**src/rtl/ma_pipeline_stage_pkg.sv**
```systemverilog
// Shared definitions for the memory-access stage: funct3 access codes, write-back
// select encodings, FSM state encoding and the access-legality helpers.
package ma_pipeline_stage_pkg;

    localparam logic [2:0] F3_B  = 3'b000;
    localparam logic [2:0] F3_H  = 3'b001;
    localparam logic [2:0] F3_W  = 3'b010;
    localparam logic [2:0] F3_BU = 3'b100;
    localparam logic [2:0] F3_HU = 3'b101;

    localparam logic [1:0] WB_MEM = 2'b00;
    localparam logic [1:0] WB_ALU = 2'b01;
    localparam logic [1:0] WB_PC4 = 2'b10;

    typedef enum logic {
        ST_IDLE = 1'b0,
        ST_WAIT = 1'b1
    } ma_state_t;

    // Stores only have signed encodings; unsigned sizes exist for loads alone.
    function automatic logic f3_legal(input logic [2:0] f3, input logic store);
        if (store)
            return f3 inside {F3_B, F3_H, F3_W};
        return f3 inside {F3_B, F3_H, F3_W, F3_BU, F3_HU};
    endfunction

    function automatic logic f3_misaligned(input logic [2:0] f3, input logic [1:0] offset);
        return ((f3[1:0] == 2'b01) && offset[0]) || ((f3[1:0] == 2'b10) && (offset != 2'b00));
    endfunction

endpackage

```
**src/rtl/ma_pipeline_stage_if.sv**
```systemverilog
// Data-memory bus between the memory-access stage (master) and the memory (slave).
interface ma_pipeline_stage_if;
    // Handshake: the master raises dmem_req with we/addr/wdata/wstrb and holds all of them
    // stable until a cycle where dmem_ready = 1; that cycle completes the access and, for
    // reads, dmem_rdata is valid only in that cycle. The master may only drop an unanswered
    // request on timeout or reset.
    logic        dmem_req;
    logic        dmem_we;
    logic [31:0] dmem_addr;
    logic [31:0] dmem_wdata;
    logic [3:0]  dmem_wstrb;
    logic        dmem_ready;
    logic [31:0] dmem_rdata;

    modport master (
        output dmem_req, dmem_we, dmem_addr, dmem_wdata, dmem_wstrb,
        input  dmem_ready, dmem_rdata
    );

    modport slave (
        input  dmem_req, dmem_we, dmem_addr, dmem_wdata, dmem_wstrb,
        output dmem_ready, dmem_rdata
    );
endinterface

```
**src/rtl/ma_pipeline_stage_load_align.sv**
```systemverilog
// Load data alignment: picks the addressed byte/half of a read word and sign- or
// zero-extends it according to funct3.
module ma_load_align
    import ma_pipeline_stage_pkg::*;
(
    input  logic [31:0] rdata,
    input  logic [1:0]  offset,
    input  logic [2:0]  funct3,
    output logic [31:0] value
);

    logic [7:0]  byte_sel;
    logic [15:0] half_sel;

    always_comb begin
        case (offset)
            2'b00:   byte_sel = rdata[7:0];
            2'b01:   byte_sel = rdata[15:8];
            2'b10:   byte_sel = rdata[23:16];
            default: byte_sel = rdata[31:24];
        endcase
        half_sel = offset[1] ? rdata[31:16] : rdata[15:0];
    end

    always_comb begin
        case (funct3)
            F3_B:    value = {{24{byte_sel[7]}}, byte_sel};
            F3_H:    value = {{16{half_sel[15]}}, half_sel};
            F3_BU:   value = {24'h000000, byte_sel};
            F3_HU:   value = {16'h0000, half_sel};
            default: value = rdata;
        endcase
    end

endmodule

```
**src/rtl/ma_pipeline_stage.sv**
```systemverilog
// Memory-access pipeline stage: issues loads/stores on the data bus, stalls the front of
// the pipe while the bus is busy, and registers the write-back result into MA/WB.
module ma_pipeline_stage
    import ma_pipeline_stage_pkg::*;
#(
    parameter int XLEN     = 32,
    parameter int MAX_WAIT = 255
) (
    input  logic            clk,
    input  logic            reset_n,
    input  logic            RegWEn_in,
    input  logic            MemRW_in,
    input  logic [1:0]      WBSel_in,
    input  logic [2:0]      funct3_in,
    input  logic [XLEN-1:0] ALU_Result_in,
    input  logic [XLEN-1:0] DataB_in,
    input  logic [XLEN-1:0] pcPlus4_in,
    input  logic [4:0]      AddrD_in,
    ma_pipeline_stage_if.master bus,
    output logic            stall_out,
    output logic            mem_err_out,
    output logic            RegWEn_out,
    output logic [4:0]      AddrD_out,
    output logic [XLEN-1:0] WB_Result_out,
    output ma_state_t       fsm_state
);

    localparam int CW = (MAX_WAIT > 1) ? $clog2(MAX_WAIT + 1) : 1;

    ma_state_t     state, state_next;
    logic [CW-1:0] wait_cnt;
    logic          mem_op, is_store, bad_op, legal_mem, timeout;
    logic          req, stall, bubble;
    logic [1:0]    offset;
    logic [31:0]   load_data, wb_value, wdata;
    logic [3:0]    wstrb;

    assign offset    = ALU_Result_in[1:0];
    assign fsm_state = state;

    always_comb begin
        is_store  = MemRW_in;
        mem_op    = MemRW_in | (RegWEn_in & (WBSel_in == WB_MEM));
        bad_op    = mem_op & (~f3_legal(funct3_in, is_store) | f3_misaligned(funct3_in, offset));
        legal_mem = mem_op & ~bad_op;
        timeout   = (state == ST_WAIT) && (MAX_WAIT != 0) && (wait_cnt == CW'(MAX_WAIT));
    end

    always_ff @(posedge clk or negedge reset_n) begin
        if (!reset_n)
            state <= ST_IDLE;
        else
            state <= state_next;
    end

    // WAIT also exits if the held instruction stops being a legal access.
    always_comb begin
        state_next = state;
        case (state)
            ST_IDLE: if (legal_mem && !bus.dmem_ready) state_next = ST_WAIT;
            ST_WAIT: if (timeout || bus.dmem_ready || !legal_mem) state_next = ST_IDLE;
            default: state_next = ST_IDLE;
        endcase
    end

    // Request and stall are gated by reset so an in-flight access drops at once.
    always_comb begin
        req   = reset_n & legal_mem & ~timeout;
        stall = req & ~bus.dmem_ready;
        case (funct3_in[1:0])
            2'b00: begin
                wdata = {4{DataB_in[7:0]}};
                wstrb = 4'b0001 << offset;
            end
            2'b01: begin
                wdata = {2{DataB_in[15:0]}};
                wstrb = offset[1] ? 4'b1100 : 4'b0011;
            end
            default: begin
                wdata = DataB_in;
                wstrb = 4'b1111;
            end
        endcase
        bus.dmem_req   = req;
        bus.dmem_we    = req & is_store;
        bus.dmem_addr  = {ALU_Result_in[31:2], 2'b00};
        bus.dmem_wdata = wdata;
        bus.dmem_wstrb = (req & is_store) ? wstrb : 4'b0000;
        stall_out      = stall;
    end

    always_ff @(posedge clk or negedge reset_n) begin
        if (!reset_n)
            wait_cnt <= '0;
        else if (state == ST_WAIT && state_next == ST_WAIT)
            wait_cnt <= wait_cnt + CW'(1);
        else
            wait_cnt <= '0;
    end

    ma_load_align u_load_align (
        .rdata  (bus.dmem_rdata),
        .offset (offset),
        .funct3 (funct3_in),
        .value  (load_data)
    );

    always_comb begin
        case (WBSel_in)
            WB_MEM:  wb_value = load_data;
            WB_PC4:  wb_value = pcPlus4_in;
            default: wb_value = ALU_Result_in;
        endcase
    end

    assign bubble = stall | bad_op | timeout;

    always_ff @(posedge clk or negedge reset_n) begin
        if (!reset_n) begin
            mem_err_out   <= 1'b0;
            RegWEn_out    <= 1'b0;
            AddrD_out     <= 5'd0;
            WB_Result_out <= '0;
        end else begin
            mem_err_out <= bad_op | timeout;
            if (bubble) begin
                RegWEn_out    <= 1'b0;
                AddrD_out     <= 5'd0;
                WB_Result_out <= '0;
            end else begin
                RegWEn_out    <= RegWEn_in & ~MemRW_in & (AddrD_in != 5'd0);
                AddrD_out     <= AddrD_in;
                WB_Result_out <= wb_value;
            end
        end
    end

endmodule

```
**src/flat_wrapper.sv**
```systemverilog
// flat-port wrapper written by rule: the top's interface ports become plain ports
module ma_pipeline_stage_flat import ma_pipeline_stage_pkg::*;
#(
    parameter int XLEN     = 32,
    parameter int MAX_WAIT = 255
)
  (clk, reset_n, RegWEn_in, MemRW_in, WBSel_in, funct3_in, ALU_Result_in, DataB_in, pcPlus4_in, AddrD_in, stall_out, mem_err_out, RegWEn_out, AddrD_out, WB_Result_out, fsm_state, bus_dmem_req, bus_dmem_we, bus_dmem_addr, bus_dmem_wdata, bus_dmem_wstrb, bus_dmem_ready, bus_dmem_rdata);
  ma_pipeline_stage_if bus_i ();
  input  logic clk;
  input  logic reset_n;
  input  logic RegWEn_in;
  input  logic MemRW_in;
  input  logic [1:0] WBSel_in;
  input  logic [2:0] funct3_in;
  input  logic [XLEN-1:0] ALU_Result_in;
  input  logic [XLEN-1:0] DataB_in;
  input  logic [XLEN-1:0] pcPlus4_in;
  input  logic [4:0] AddrD_in;
  output logic stall_out;
  output logic mem_err_out;
  output logic RegWEn_out;
  output logic [4:0] AddrD_out;
  output logic [XLEN-1:0] WB_Result_out;
  output ma_state_t fsm_state;
  output wire logic [$bits(bus_i.dmem_req)-1:0] bus_dmem_req;
  output wire logic [$bits(bus_i.dmem_we)-1:0] bus_dmem_we;
  output wire logic [$bits(bus_i.dmem_addr)-1:0] bus_dmem_addr;
  output wire logic [$bits(bus_i.dmem_wdata)-1:0] bus_dmem_wdata;
  output wire logic [$bits(bus_i.dmem_wstrb)-1:0] bus_dmem_wstrb;
  input wire logic [$bits(bus_i.dmem_ready)-1:0] bus_dmem_ready;
  input wire logic [$bits(bus_i.dmem_rdata)-1:0] bus_dmem_rdata;
  assign bus_dmem_req = bus_i.dmem_req;
  assign bus_dmem_we = bus_i.dmem_we;
  assign bus_dmem_addr = bus_i.dmem_addr;
  assign bus_dmem_wdata = bus_i.dmem_wdata;
  assign bus_dmem_wstrb = bus_i.dmem_wstrb;
  assign bus_i.dmem_ready = bus_dmem_ready;
  assign bus_i.dmem_rdata = bus_dmem_rdata;
  ma_pipeline_stage #(.XLEN(XLEN), .MAX_WAIT(MAX_WAIT)) u_core (.clk(clk), .reset_n(reset_n), .RegWEn_in(RegWEn_in), .MemRW_in(MemRW_in), .WBSel_in(WBSel_in), .funct3_in(funct3_in), .ALU_Result_in(ALU_Result_in), .DataB_in(DataB_in), .pcPlus4_in(pcPlus4_in), .AddrD_in(AddrD_in), .bus(bus_i), .stall_out(stall_out), .mem_err_out(mem_err_out), .RegWEn_out(RegWEn_out), .AddrD_out(AddrD_out), .WB_Result_out(WB_Result_out), .fsm_state(fsm_state));
endmodule
```
**config.mk**
```make
export PLATFORM = sky130hd
export DESIGN_NAME = ma_pipeline_stage_flat
export DESIGN_NICKNAME = d
export VERILOG_FILES = /design/src/rtl/ma_pipeline_stage_pkg.sv /design/src/rtl/ma_pipeline_stage_if.sv /design/src/rtl/ma_pipeline_stage_load_align.sv /design/src/rtl/ma_pipeline_stage.sv /design/src/flat_wrapper.sv
export SDC_FILE = /design/constraint.sdc
export NUM_CORES = 1
export LEC_CHECK = 0
export ABC_AREA = 1
export BUFFER_PORTS_ARGS = -buffer_cell sky130_fd_sc_hd__buf_2
export CAP_MARGIN = 25
export CORE_AREA = 2 2 97 99
export DETAILED_ROUTE_END_ITERATION = 8
export DIE_AREA = 0 0 99 101
export PLACE_DENSITY = 0.91
export SLEW_MARGIN = 20
export SYNTH_ARGS = -nofsm -noshare
export SYNTH_HDL_FRONTEND = slang
export SYNTH_SLANG_ARGS = --single-unit
```
**constraint.sdc**
```tcl
create_clock -name clk -period 4.2 [get_ports clk]
set_input_delay 0.42 -clock clk [delete_from_list [all_inputs] [get_ports clk]]
set_output_delay 0.42 -clock clk [all_outputs]
set_load 0.05 [all_outputs]
```
==> results.json <==
{
  "setup_viol": 0,
  "clock-sinks": 48,
  "power.total_mw": 1.52,
  "wirelength_um": 12600,
  "drv_cap": 0,
  "drive_gt1_share_pct": 37.1,
  "cp.required_ns": 3.78,
  "grt_first_pass_wirelength_um": 19100,
  "power.leakage_nw": 3.20,
  "netlist_area_sq_um": 3900,
  "nNetsFinal": 931,
  "core_sq_um": 8980,
  "port_buffers": 251,
  "dr_total_vias": 4319,
  "grt_setup_unrepaired": "false",
  "synth_top_area_share_pct": 30.8,
  "synth.area.top_cells": "dfrtp_1, nand2_1, inv_1",
  "place_area_sq_um": 4870,
  "peakVddDrop_uv": 160,
  "grt_overflow": 0,
  "fin_cells": 899,
  "start_util_pct": 43.4,
  "tns_ns": 0,
  "cts_tree": "built",
  "clock_latency_ns": 0.30,
  "grt_pass1_vias": 3920,
  "dp.cells": 891,
  "wl_per_cell_um": 14.0,
  "cts_setup_buffers": 0,
  "hold_viol": 0,
  "synth_area_leader_cell": "dfrtp_1",
  "cts_root_buffer": "clkbuf_8",
  "final_area_sq_um": 4970,
  "syn_to_final_growth_pct": 27.5,
  "place_ws_ns": 1.47,
  "gp_congestion": 0.883,
  "rows": 35,
  "path_max_fanout": 35,
  "ys_types": 35,
  "grt_max_degree": 49,
  "post-route-period-util_pct": 65.7,
  "cts_htree_levels": 2,
  "routed_via_density": 4.80,
  "slew_viol_final": 0,
  "ys_ff_latch": 48,
  "syn_inst": 590,
  "max_freq_ghz": 0.362,
  "fill_cells": 923,
  "yosysSeqAreaShare_pct": 30.8,
  "numCtsBuffers": 5,
  "tightestPinTransition_ns": 0.637,
  "status": "finished, final reports clean",
  "finClkSkew_ns": 0.0143,
  "fp.dieH_um": 101,
  "fin_crit_ns": 2.76,
  "fin_ws_ns": 1.44,
  "crit_path_end_kind": "output port",
  "n_antenna_cell": 0,
  "post_cts_resized": 0,
  "max_slew_margin_pct": 57.6,
  "powerDensity_nw_per_um2": 306,
  "ys_warn_count": 0,
  "cp-start-kind": "input pin",
  "pin_count": 254,
  "antenna_found_initial": 2,
  "async_reset_ff_share_pct": 100,
  "track_usage_pct": 23.8,
  "hold_class": "input pin to asynchronous set/reset pin",
  "hpwlAfterDp_um": 10200,
  "avgSynthCellArea_sq_um": 6.61,
  "crit_arrival_ns": 2.34,
  "cts_hold_buf": 0,
  "synth_ff_type": "dfrtp_1",
  "clk_pin_slew_ns": 0.10,
  "die_w_um": 99,
  "die_area_sq_um": 10000,
  "synth-edff-count": 0,
  "antenna_left": 0,
  "drc": 0,
  "dr.pass1.iters": 6,
  "critPathKind": "input pin to output port",
  "drt_iter0_drc": 214,
  "clockBufferDepth": 2
}
==> through the flow <==
step	util (%)	hold slack, ns
after detailed placement	54.2	0.459
after floorplan	-	0.124
after CTS	55.4	0.298
after global placement	54.1	0.449
after global routing	55.4	0.314
final	55.4	0.264
==> final timing paths <==
kind | from | slack, ns | to | depth (start not counted)
max | funct3_in[1] | 1.44 | bus_dmem_wstrb[3] | 10
max reg2reg | u_core.wait_cnt[0] | 2.25 | u_core.WB_Result_out[26] | 11
min in group clk | bus_dmem_ready | 0.33 | u_core.fsm_state | 2
max in group asynchronous | reset_n | 3.54 | u_core.WB_Result_out[22] | 2
min reg2reg | u_core.wait_cnt[0] | 0.47 | u_core.wait_cnt[0] | 1
min | reset_n | 0.26 | u_core.WB_Result_out[30] | 2
==> final cells by class <==
type | instances | area (sq um) | share of cell area [%]
multi-input cells | 374 | 1840 | 37.1
repair buffers | 253 | 1270 | 25.6
inverters | 105 | 407 | 8.18
clock inverters | 2 | 35.0 | 0.704
clock buffers | 6 | 72.6 | 1.46
well taps | 111 | 139 | 2.79
flip-flops and latches | 48 | 1200 | 24.2
==> synthesized netlist by cell type, drive strengths merged, types with 2 or more instances <==
| library cell | n |
|---|---|
| a21oi | 20 |
| a22o | 28 |
| buf | 54 |
| clkbuf | 10 |
| dfrtp | 48 |
| inv | 104 |
| nand2 | 196 |
| nand3 | 28 |
| nor2 | 53 |
| nor3 | 5 |
| o211ai | 12 |
| o21ai | 12 |
| o22ai | 8 |
| or2 | 3 |
| xor2 | 2 |
==> sequential cells by signal, summed over array words and instances, names as in the netlist <==
signal,count
u_core.AddrD_out,5
u_core.RegWEn_out,1
u_core.WB_Result_out,32
u_core.fsm_state,1
u_core.mem_err_out,1
u_core.wait_cnt,8
==> worst max-delay path, cell delays in order <==
cell,delay (ns)
buf_2,0.47
inv_6,0.22
nand2_8,0.16
inv_6,0.07
nand2_4,0.07
nand3_4,0.09
nor2_1,0.18
nand2_1,0.15
nor3_1,0.19
buf_2,0.30
==> report_power, final <==
part           total, mW  switching (mW)  internal [mW]
clock network      0.342           0.165          0.177
registers          0.506         0.00863          0.498
logic              0.676           0.500          0.176
total               1.52           0.673          0.851
==> placed cells by master (no fill, tap or decap), types with 4 or more instances in the layout <==
cell type / n
nand2_2: 8
a21oi_1: 20
clkbuf_8: 5
o22ai_1: 8
nand2_1: 183
o21ai_0: 12
inv_1: 96
a22o_1: 28
o211ai_1: 12
dfrtp_1: 48
nand3_1: 26
nor2_1: 48
buf_2: 251
inv_2: 5
nor3_1: 5
nand2_4: 4
==> metal layers <==
metal | vias up | track usage (%) | wire (um)
met3 | 18 | 4.92 | 976
met5 | - | 0 | 24
met1 | 1937 | 31.8 | 5290
met2 | 182 | 39.7 | 6130
li1 | 2178 | - | -
met4 | 4 | 5.48 | 164
==> cells by family (layout without fill, tap and decap cells) <==
| family | Yosys count | after routing | synth area share [%] |
|---|---|---|---|
| simple gates | 287 | 287 | 31.9 |
| buf+inv | 169 | 366 | 22.1 |
| other cells | 1 | 2 | 0.0962 |
| flops | 48 | 48 | 30.8 |
| fa+ha+maj | 1 | 1 | 0.321 |
| xor+xnor | 2 | 2 | 0.449 |
| compound gates | 82 | 82 | 14.4 |
(Power assumes the default switching activity.)
